[src/rtl/rec_f32_to_int_iter_if.sv]
// Request/response channels of the recoded-float to integer converter.
// The master drives requests and accepts results; the slave is the converter.
interface rec_f32_to_int_iter_if;
    logic        in_valid;
    logic        in_ready;
    logic [32:0] in_bits_in;
    logic [2:0]  in_bits_rounding_mode;
    logic        in_bits_signed_out;
    logic        out_valid;
    logic        out_ready;
    logic [31:0] out_bits_out;
    logic [2:0]  out_bits_exception_flags;

    modport master (
        output in_valid, in_bits_in, in_bits_rounding_mode, in_bits_signed_out, out_ready,
        input  in_ready, out_valid, out_bits_out, out_bits_exception_flags
    );

    modport slave (
        input  in_valid, in_bits_in, in_bits_rounding_mode, in_bits_signed_out, out_ready,
        output in_ready, out_valid, out_bits_out, out_bits_exception_flags
    );
endinterface

[src/rtl/rec_f32_to_int_iter.sv]
// Iterative recoded-f32 to int32/uint32 converter: the significand is aligned
// 4 bits per cycle, then rounded and range-checked in a single ROUND cycle.
module rec_f32_to_int_iter (
    input  logic                 clock,
    input  logic                 reset,
    rec_f32_to_int_iter_if.slave bus
);
    typedef enum logic [1:0] {IDLE, SHIFT, ROUND, DONE} state_t;

    state_t      state;
    logic [55:0] acc;
    logic [4:0]  cnt;
    logic        sign_q;
    logic        signed_q;
    logic        nan_q;
    logic        inf_q;
    logic        big_q;
    logic [2:0]  rm_q;
    logic        out_valid_q;
    logic [31:0] out_q;
    logic [2:0]  flags_q;

    logic [8:0]        exp_in;
    logic [22:0]       fract_in;
    logic signed [9:0] e_in;
    logic              is_nan;
    logic              is_inf;
    logic              is_finite;
    logic              is_big;
    logic [55:0]       load_acc;
    logic [4:0]        load_cnt;
    logic [2:0]        sh;

    assign exp_in    = bus.in_bits_in[31:23];
    assign fract_in  = bus.in_bits_in[22:0];
    assign e_in      = $signed({1'b0, exp_in}) - 10'sd256;
    assign is_nan    = (exp_in[8:6] == 3'b111);
    assign is_inf    = (exp_in[8:6] == 3'b110);
    assign is_finite = (exp_in[8:6] != 3'b000) && !is_nan && !is_inf;
    assign is_big    = is_finite && (e_in > 10'sd31);

    // Integer part sits in acc[55:24]; values below 0.5 collapse to a lone sticky bit.
    always_comb begin
        load_acc = '0;
        load_cnt = '0;
        if (is_finite) begin
            if (e_in >= 10'sd0 && e_in <= 10'sd31) begin
                load_acc = {31'd0, 1'b1, fract_in, 1'b0};
                load_cnt = e_in[4:0];
            end else if (e_in == -10'sd1) begin
                load_acc = {32'd0, 1'b1, fract_in};
            end else if (e_in < -10'sd1) begin
                load_acc = 56'd1;
            end
        end
    end

    assign sh = (cnt > 5'd4) ? 3'd4 : cnt[2:0];

    logic [31:0] int_part;
    logic        rb;
    logic        st;
    logic        inexact;
    logic        incr;
    logic [32:0] mag;
    logic        ovf;
    logic        invalid;
    logic [31:0] result;

    always_comb begin
        int_part = acc[55:24];
        rb       = acc[23];
        st       = |acc[22:0];
        inexact  = rb | st;
        incr     = 1'b0;
        case (rm_q)
            3'd0:    incr = rb & (st | int_part[0]);
            3'd2:    incr = sign_q & inexact;
            3'd3:    incr = ~sign_q & inexact;
            3'd4:    incr = rb;
            default: incr = 1'b0;
        endcase
        // Round-to-odd jams the inexact bit into the LSB instead of incrementing.
        if (rm_q == 3'd6)
            mag = {1'b0, int_part[31:1], int_part[0] | inexact};
        else
            mag = {1'b0, int_part} + {32'd0, incr};
        if (signed_q)
            ovf = sign_q ? (mag > 33'h0_8000_0000) : (mag[32] | mag[31]);
        else
            ovf = mag[32] | (sign_q & (mag != 33'd0));
        ovf     = ovf | big_q;
        invalid = nan_q | inf_q | ovf;
        if (invalid)
            result = (nan_q | ~sign_q) ? (signed_q ? 32'h7FFF_FFFF : 32'hFFFF_FFFF)
                                       : (signed_q ? 32'h8000_0000 : 32'h0000_0000);
        else
            result = sign_q ? (32'd0 - mag[31:0]) : mag[31:0];
    end

    // NOTE: every register here, datapath included, updates with non-blocking
    // assignments and is cleared by reset so an aborted operation leaves no residue.
    always_ff @(posedge clock or posedge reset) begin
        if (reset) begin
            state       <= IDLE;
            acc         <= '0;
            cnt         <= '0;
            sign_q      <= 1'b0;
            signed_q    <= 1'b0;
            nan_q       <= 1'b0;
            inf_q       <= 1'b0;
            big_q       <= 1'b0;
            rm_q        <= '0;
            out_valid_q <= 1'b0;
            out_q       <= '0;
            flags_q     <= '0;
        end else begin
            case (state)
                IDLE: begin
                    if (bus.in_valid) begin
                        sign_q   <= bus.in_bits_in[32];
                        rm_q     <= bus.in_bits_rounding_mode;
                        signed_q <= bus.in_bits_signed_out;
                        nan_q    <= is_nan;
                        inf_q    <= is_inf;
                        big_q    <= is_big;
                        acc      <= load_acc;
                        cnt      <= load_cnt;
                        state    <= (load_cnt != 5'd0) ? SHIFT : ROUND;
                    end
                end
                SHIFT: begin
                    acc <= acc << sh;
                    cnt <= cnt - {2'b00, sh};
                    if (cnt <= 5'd4)
                        state <= ROUND;
                end
                ROUND: begin
                    out_q       <= result;
                    flags_q     <= {invalid, 1'b0, inexact & ~invalid};
                    out_valid_q <= 1'b1;
                    state       <= DONE;
                end
                DONE: begin
                    if (bus.out_ready) begin
                        out_valid_q <= 1'b0;
                        state       <= IDLE;
                    end
                end
                default: state <= IDLE;
            endcase
        end
    end

    assign bus.in_ready                 = (state == IDLE) & ~reset;
    assign bus.out_valid                = out_valid_q;
    assign bus.out_bits_out             = out_q;
    assign bus.out_bits_exception_flags = flags_q;
endmodule

[src/flat_wrapper.sv]
// flat-port wrapper written by rule: the top's interface ports become plain ports
module rec_f32_to_int_iter_flat 
  (clock, reset, bus_in_valid, bus_in_bits_in, bus_in_bits_rounding_mode, bus_in_bits_signed_out, bus_out_ready, bus_in_ready, bus_out_valid, bus_out_bits_out, bus_out_bits_exception_flags);
  rec_f32_to_int_iter_if bus_i ();
  input  logic clock;
  input  logic reset;
  input wire logic [$bits(bus_i.in_valid)-1:0] bus_in_valid;
  input wire logic [$bits(bus_i.in_bits_in)-1:0] bus_in_bits_in;
  input wire logic [$bits(bus_i.in_bits_rounding_mode)-1:0] bus_in_bits_rounding_mode;
  input wire logic [$bits(bus_i.in_bits_signed_out)-1:0] bus_in_bits_signed_out;
  input wire logic [$bits(bus_i.out_ready)-1:0] bus_out_ready;
  output wire logic [$bits(bus_i.in_ready)-1:0] bus_in_ready;
  output wire logic [$bits(bus_i.out_valid)-1:0] bus_out_valid;
  output wire logic [$bits(bus_i.out_bits_out)-1:0] bus_out_bits_out;
  output wire logic [$bits(bus_i.out_bits_exception_flags)-1:0] bus_out_bits_exception_flags;
  assign bus_i.in_valid = bus_in_valid;
  assign bus_i.in_bits_in = bus_in_bits_in;
  assign bus_i.in_bits_rounding_mode = bus_in_bits_rounding_mode;
  assign bus_i.in_bits_signed_out = bus_in_bits_signed_out;
  assign bus_i.out_ready = bus_out_ready;
  assign bus_in_ready = bus_i.in_ready;
  assign bus_out_valid = bus_i.out_valid;
  assign bus_out_bits_out = bus_i.out_bits_out;
  assign bus_out_bits_exception_flags = bus_i.out_bits_exception_flags;
  rec_f32_to_int_iter u_core (.clock(clock), .reset(reset), .bus(bus_i));
endmodule
[config.mk]
export PLATFORM = sky130hd
export DESIGN_NAME = rec_f32_to_int_iter_flat
export DESIGN_NICKNAME = d
export VERILOG_FILES = /design/src/rtl/rec_f32_to_int_iter_if.sv /design/src/rtl/rec_f32_to_int_iter.sv /design/src/flat_wrapper.sv
export SDC_FILE = /design/constraint.sdc
export NUM_CORES = 1
export LEC_CHECK = 0
export ABC_AREA = 1
export ABC_CLOCK_PERIOD_IN_PS = 6000
export BUFFER_PORTS_ARGS = -buffer_cell sky130_fd_sc_hd__buf_2
export CAP_MARGIN = 20
export CORE_MARGIN = 1.5
export CORE_UTILIZATION = 40
export CTS_BUF_LIST = sky130_fd_sc_hd__clkbuf_2
export DETAILED_ROUTE_END_ITERATION = 8
export SLEW_MARGIN = 20
export SYNTH_ARGS = -nofsm -noshare
export SYNTH_HDL_FRONTEND = slang
export SYNTH_SLANG_ARGS = --single-unit
export TNS_END_PERCENT = 5
[constraint.sdc]
create_clock -name clock -period 6 [get_ports clock]
set_input_delay 0.6 -clock clock [delete_from_list [all_inputs] [get_ports clock]]
set_output_delay 0.6 -clock clock [all_outputs]
set_load 0.01 [all_outputs]
==> results.yml, run 1 <==
place:
  io_buffers: 76
  place_congestion: 0.900
  place_ws_ps: 1640
  post-dp-hpwl_mm: 20.9
synth:
  synthDistinctLibCells: 50
  synth_top_area_cell: "dfrtp_1"
  syn-num-nets: 1520
  synth_cells: 1471
  synth_area_leaders: "dfrtp_1 (29%), nand2_1 (19%), o21ai_0 (8.9%), inv_1 (7.3%), nor2_1 (6.4%)"
  ys_seq_area_share_pct: 29.4
  ys.warnings.count: 0
  ys.flop_type: "dfrtp_1"
  syn-cell-area_sq_um: 9030
  yosys.area.top_type_share_pct: 29.4
  async_flop_share_pct: 100
  synth.avg_cell_area_sq_um: 6.14
  synth_edf_count: 0
  ys_ff_latch: 106
global_routing:
  grt_pass1_wl_mm: 45.8
  first_global_vias: 9020
  grt_max_degree: 61
  antenna_found_initial: 1
  grt_use_total_pct: 23.9
  overflow: 0
sta:
  hold_viol_final: 0
  rsz0062_at_grt: "false"
  slew_headroom_pct: 29.3
  finalMaxSlewViolations: 0
  setup_tns_ps: 0
  fin_crit_sh_pct: 74.3
  fin_crit_ps: 4460
  fmax_ghz: 0.224
  setup_ws_ps: 1540
  worst_pin_slew_ps: 1050
  setup_viol: 0
  clock_skew_ps: 49.5
min_path:
  hold_depth: 2
  hold_class: "primary input to flip-flop"
drt:
  route.detailed.wl_per_inst_um: 15.5
  num_vias: 9599
  viasPerCell: 5.36
  drt_pass1_iterations: 7
  drc: 5
  drtIter0Drc: 725
  postRouteAntennaNets: 0
  wirelength_mm: 27.7
final_layout:
  multi_input_area_sq_um: 5440
  drive_above_1_share_pct: 10.5
  fill_cells: 2390
  nNetsFinal: 1555
  synthToLayoutAreaGrowth_pct: 8.12
  seqCellArea_sq_um: 2650
power:
  vdd_ir_drop_max_v: 0.000230
  p_leak_nw: 4.95
  power_density_nw_per_um2: 543
outcome:
  status: "finished, violations left"
  violations: "design-rule violations"
floorplan:
  num_rows: 54
  start_util_pct: 41.1
  die_w_um: 153
  ioPinCount: 78
  die_area_sq_um: 23500
  die_height_um: 153
  coreArea_sq_um: 22000
clock_tree:
  cts_sinks: 106
  cts.htree.levels: 3
  clockRootBuffer: "clkbuf_2"
  cts_buffer_depth: 2
  clock_latency_ps: 680
  cts_buffers: 9
  cts_tree: "yes"
  clk_pin_slew_ps: 350
  post_cts_buffers: 0
worst_setup_path:
  worstSetupEndpointType: "flip-flop"
  worstRegToRegCells: 24
  r2r_slack_ps: 1540
  criticalPathCategory: "flip-flop to flip-flop"
  arrival_ps: 5010
  cp_max_fo: 16
  critPathRequiredTime_ps: 6550
  cp-start-kind: "flip-flop"
flow_run:
  drv_cap: 0
what timing repair did:
item,CTS,global route
endpoints found under the setup margin,0,0
endpoints found under the hold margin,23,0
hold buffers,1,0
gates resized for setup,0,0
where the power goes:
group          leakage [nW]  switching (mW)  internal, mW  total (mW)
combinational          3.55            2.37          1.15        3.52
sequential             1.32           0.301          1.06        1.36
clock                0.0862           0.284         0.143       0.427
total                  4.95            2.95          2.35        5.31
through the flow:
stage                     area (sq um)  instances  hold slack (ps)  utilization, %  power (mW)
after global placement            9610       1774              458            43.8        4.86
after CTS                         9770       1791             45.7            44.5        5.31
after detailed placement          9610       1774              460            43.8        4.88
final                             9770       1792             67.6            44.5        5.31
after floorplan                   9030       1471              450               -        3.95
after global routing              9770       1792             49.0            44.5        5.89
state kept, by name (all words and copies together), names as in the netlist:
signal / cells
u_core.rm_q: 3
u_core.cnt: 5
u_core.acc: 56
u_core.bus.out_bits_out: 32
u_core.nan_q: 1
u_core.sign_q: 1
u_core.signed_q: 1
u_core.bus.out_bits_exception_flags: 2
u_core.big_q: 1
u_core.inf_q: 1
u_core.state: 2
u_core.bus.out_valid: 1
cell type report:
type,count,share of cell area (%)
antenna,1,0.0256
clock buffer,9,0.461
clock inverter,7,0.999
inverter,185,7.13
multi-input combinational,1115,55.7
sequential,106,27.2
tap,280,3.59
timing repair buffer,89,4.92
final timing paths:
kind | to | from
hold reg to reg | u_core.bus.out_bits_out[13]$_DFFE_PP0P_ | u_core.bus.out_bits_out[13]$_DFFE_PP0P_
hold / removal | u_core.inf_q$_DFFE_PP0P_ | bus_in_bits_in[29]
min in group asynchronous | u_core.state[1]$_DFFE_PP0P_ | reset
setup / recovery | u_core.bus.out_bits_out[29]$_DFFE_PP0P_ | u_core.acc[0]$_DFFE_PP0P_
max in group asynchronous | u_core.bus.out_bits_out[29]$_DFFE_PP0P_ | reset
setup reg to reg | u_core.bus.out_bits_out[29]$_DFFE_PP0P_ | u_core.acc[0]$_DFFE_PP0P_
critical path, stage by stage (launching register included):
cell and delay [ps]:
dfrtp_1 450, inv_1 100, nand2_1 60, nor3_1 210
nand2_1 110, nor2_1 250, inv_1 90, nor2_1 180
o32ai_1 130, ha_1 290, ha_1 310, or2_2 300
nand2_1 80, ha_1 170, nand3_1 80, nor2_1 210
nand3_2 160, nor2_4 170, nand3_4 110, nor2_4 110
nand3_2 110, nand2_4 150, nand2_4 90, nand3_2 270
nand3_1 110
logic make-up (layout without fill, tap and decap cells):
group           count (synthesis)  in the layout  synth area share (%)
compound gates                295            295                  18.7
mux                             4              4                 0.443
flops                         106            106                  29.4
fa+ha+maj                       8              8                  1.11
buf+inv                       250            290                  10.7
other cells                     2              3                0.0831
xor+xnor                       20             20                  1.94
simple gates                  786            786                  37.7
placed cells by master, fill, tap and decap left out, types with 9 or more instances in the layout:
cell	instances
nor2_2	13
nand2_1	457
buf_4	12
dfrtp_1	106
clkbuf_2	9
xor2_1	14
buf_2	76
o21ai_0	161
o22ai_1	32
o211ai_1	11
nand4_1	38
a21oi_1	43
nor2_1	152
inv_1	174
a221oi_1	13
nand3_1	77
cell usage after synthesis (all sizes together), types with 8 or more instances:
master,instances
o22ai,32
clkbuf,58
nand4,38
nand2,465
inv,183
dfrtp,106
a221oi,13
ha,8
o21ai,166
nor3,8
xor2,14
or2,11
a211oi,8
o211ai,11
nor2,174
nand3,86
a21oi,46
routing by layer:
layer | part of all wire, % | wire (um) | GRT usage, %
met4 | 2.5 | 706 | 8.31
met2 | 47 | 12900 | 40.1
met5 | 0 | 0 | 0
met1 | 47 | 12900 | 32.4
met3 | 4.2 | 1180 | 1.87
(Power assumes the default switching activity.)
==> inputs of run 2 (changes only) <==
ABC_CLOCK_PERIOD_IN_PS = 4500   (was 6000)
clock period = 4.5 ns   (was 6 ns; I/O delays follow)
==> results.yml, run 2 (synthesis results as in run 1) <==
drt:
  drtIter0Drc: 552
  wirelength_mm: 27.6
  route.detailed.wl_per_inst_um: 15.3
  viasPerCell: 5.32
  drt_pass1_iterations: 7
  num_vias: 9636
  drc: 5
  postRouteAntennaNets: 0
clock_tree:
  cts.htree.levels: 3
  clk_pin_slew_ps: 330
  cts_buffer_depth: 2
  clockRootBuffer: "clkbuf_2"
  post_cts_buffers: 0
  clock_latency_ps: 650
  cts_sinks: 106
  cts_tree: "yes"
  cts_buffers: 9
sta:
  setup_viol: 0
  fin_crit_ps: 4060
  worst_pin_slew_ps: 1060
  finalMaxSlewViolations: 0
  fmax_ghz: 0.246
  rsz0062_at_grt: "false"
  clock_skew_ps: 31.3
  fin_crit_sh_pct: 90.3
  hold_viol_final: 0
  setup_tns_ps: 0
  slew_headroom_pct: 29.1
final_layout:
  final_common_cell: "nand2_1"
  layout_common_cells: "nand2_1 (457), inv_1 (174), o21ai_0 (160)"
  largest_register: "u_core.acc"
  nNetsFinal: 1572
  instances_no_fill: 1810
  drive_above_1_share_pct: 11.0
  largest_reg_flops: 56
  synthToLayoutAreaGrowth_pct: 10.1
worst_setup_path:
  slowest_delay_ps: 450
  critPathRequiredTime_ps: 5070
  cp_max_fo: 15
  cpMostUsedCell: "nand2_1"
  arrival_ps: 4630
  cp.buffers_inverters: 2
  worstSetupEndpointType: "flip-flop"
  cpLargestDelayFamily: "simple AND/OR/NAND/NOR gates"
  cp-start-kind: "flip-flop"
  criticalPathCategory: "flip-flop to flip-flop"
  critPathSlowestCell: "dfrtp_1"
floorplan:
  coreArea_sq_um: 22000
  die_area_sq_um: 23500
  die_height_um: 153
  start_util_pct: 41.1
  die_w_um: 153
  ioPinCount: 78
  num_rows: 54
place:
  post-dp-hpwl_mm: 20.9
  io_buffers: 76
  placed_cells: 1780
  place_congestion: 0.911
global_routing:
  grt_max_degree: 71
  antenna_found_initial: 1
  overflow: 0
  grt_use_total_pct: 24.0
  first_global_vias: 9034
  grt_pass1_wl_mm: 46.0
power:
  p_leak_nw: 5.03
  switchingPower_mw: 3.97
  sw_frac_of_total_pct: 55.5
  vdd_ir_drop_max_v: 0.000261
  p_comb_share_pct: 66.9
  p_clk_share_pct: 7.9
  power_density_nw_per_um2: 718
  cellInternalPower_mw: 3.18
  seqPwrFrac_pct: 25.2
outcome:
  violations: "design-rule violations"
  status: "finished, violations left"
flow_run:
  drv_cap: 0
min_path:
  hold_class: "primary input to flip-flop"
## run 2: final cells by class
cell class / count / area [sq um]
clock inverter: 7 / 103
clock buffer: 9 / 45.0
multi-input combinational: 1115 / 5460
tap: 280 / 350
inverter: 185 / 699
fill: 2388 / 12000
timing repair buffer: 106 / 636
antenna: 2 / 5.00
sequential: 106 / 2650
## run 2: worst min-delay path: cells and delay by family
family,cells,cell delay (ps)
AND/OR/NAND/NOR,3,170
buffers and inverters,1,110
## run 2: final timing paths
kind / depth (start not counted) / to / from / slack, ps
hold / removal: 4 / u_core.big_q$_DFFE_PP0P_ / bus_in_bits_in[30] / 50
setup reg to reg: 26 / u_core.bus.out_bits_out[26]$_DFFE_PP0P_ / u_core.acc[0]$_DFFE_PP0P_ / 440
setup / recovery: 26 / u_core.bus.out_bits_out[26]$_DFFE_PP0P_ / u_core.acc[0]$_DFFE_PP0P_ / 440
hold reg to reg: 2 / u_core.bus.out_bits_out[17]$_DFFE_PP0P_ / u_core.bus.out_bits_out[17]$_DFFE_PP0P_ / 520
max in group asynchronous: 4 / u_core.bus.out_bits_out[0]$_DFFE_PP0P_ / reset / 2960
min in group asynchronous: 3 / u_core.state[1]$_DFFE_PP0P_ / reset / 480
## run 2: metrics by stage
step / setup slack (ps) / instance area [sq um] / hold slack (ps) / total power [mW] / util, %
5_1_grt: 17.1 / 9950 / 9.62 / 7.93 / 45.3
2_1_floorplan: 658 / 9030 / 450 / 5.26 / -
4_1_cts: 239 / 9910 / 10.7 / 7.12 / 45.1
3_3_place_gp: 426 / 9660 / 461 / 6.49 / 44.0
6_report: 436 / 9950 / 52.4 / 7.14 / 45.3
3_5_place_dp: 315 / 9660 / 462 / 6.53 / 44.0
## run 2: timing repair
| action | 4_1_cts | 5_1_grt |
|---|---|---|
| endpoints found under the hold margin | 78 | 1 |
| gates resized for setup | 0 | 7 |
| hold buffers | 11 | 1 |
| endpoints found under the setup margin | 0 | 33 |
## run 2: per-layer routing
layer | global-route usage (%) | wire length (um)
met5 | 0 | 0
met1 | 32.7 | 12900
met2 | 38.5 | 12600
met3 | 3.03 | 1150
met4 | 9.43 | 930
## run 2: power by group through the flow
stage	Combinational, mW	Clock [mW]	Sequential (mW)
after floorplan	3.49	0	1.77
after global placement	4.68	0	1.81
after detailed placement	4.72	0	1.81
after CTS	4.75	0.578	1.79
after global routing	5.46	0.614	1.86
final	4.78	0.567	1.80
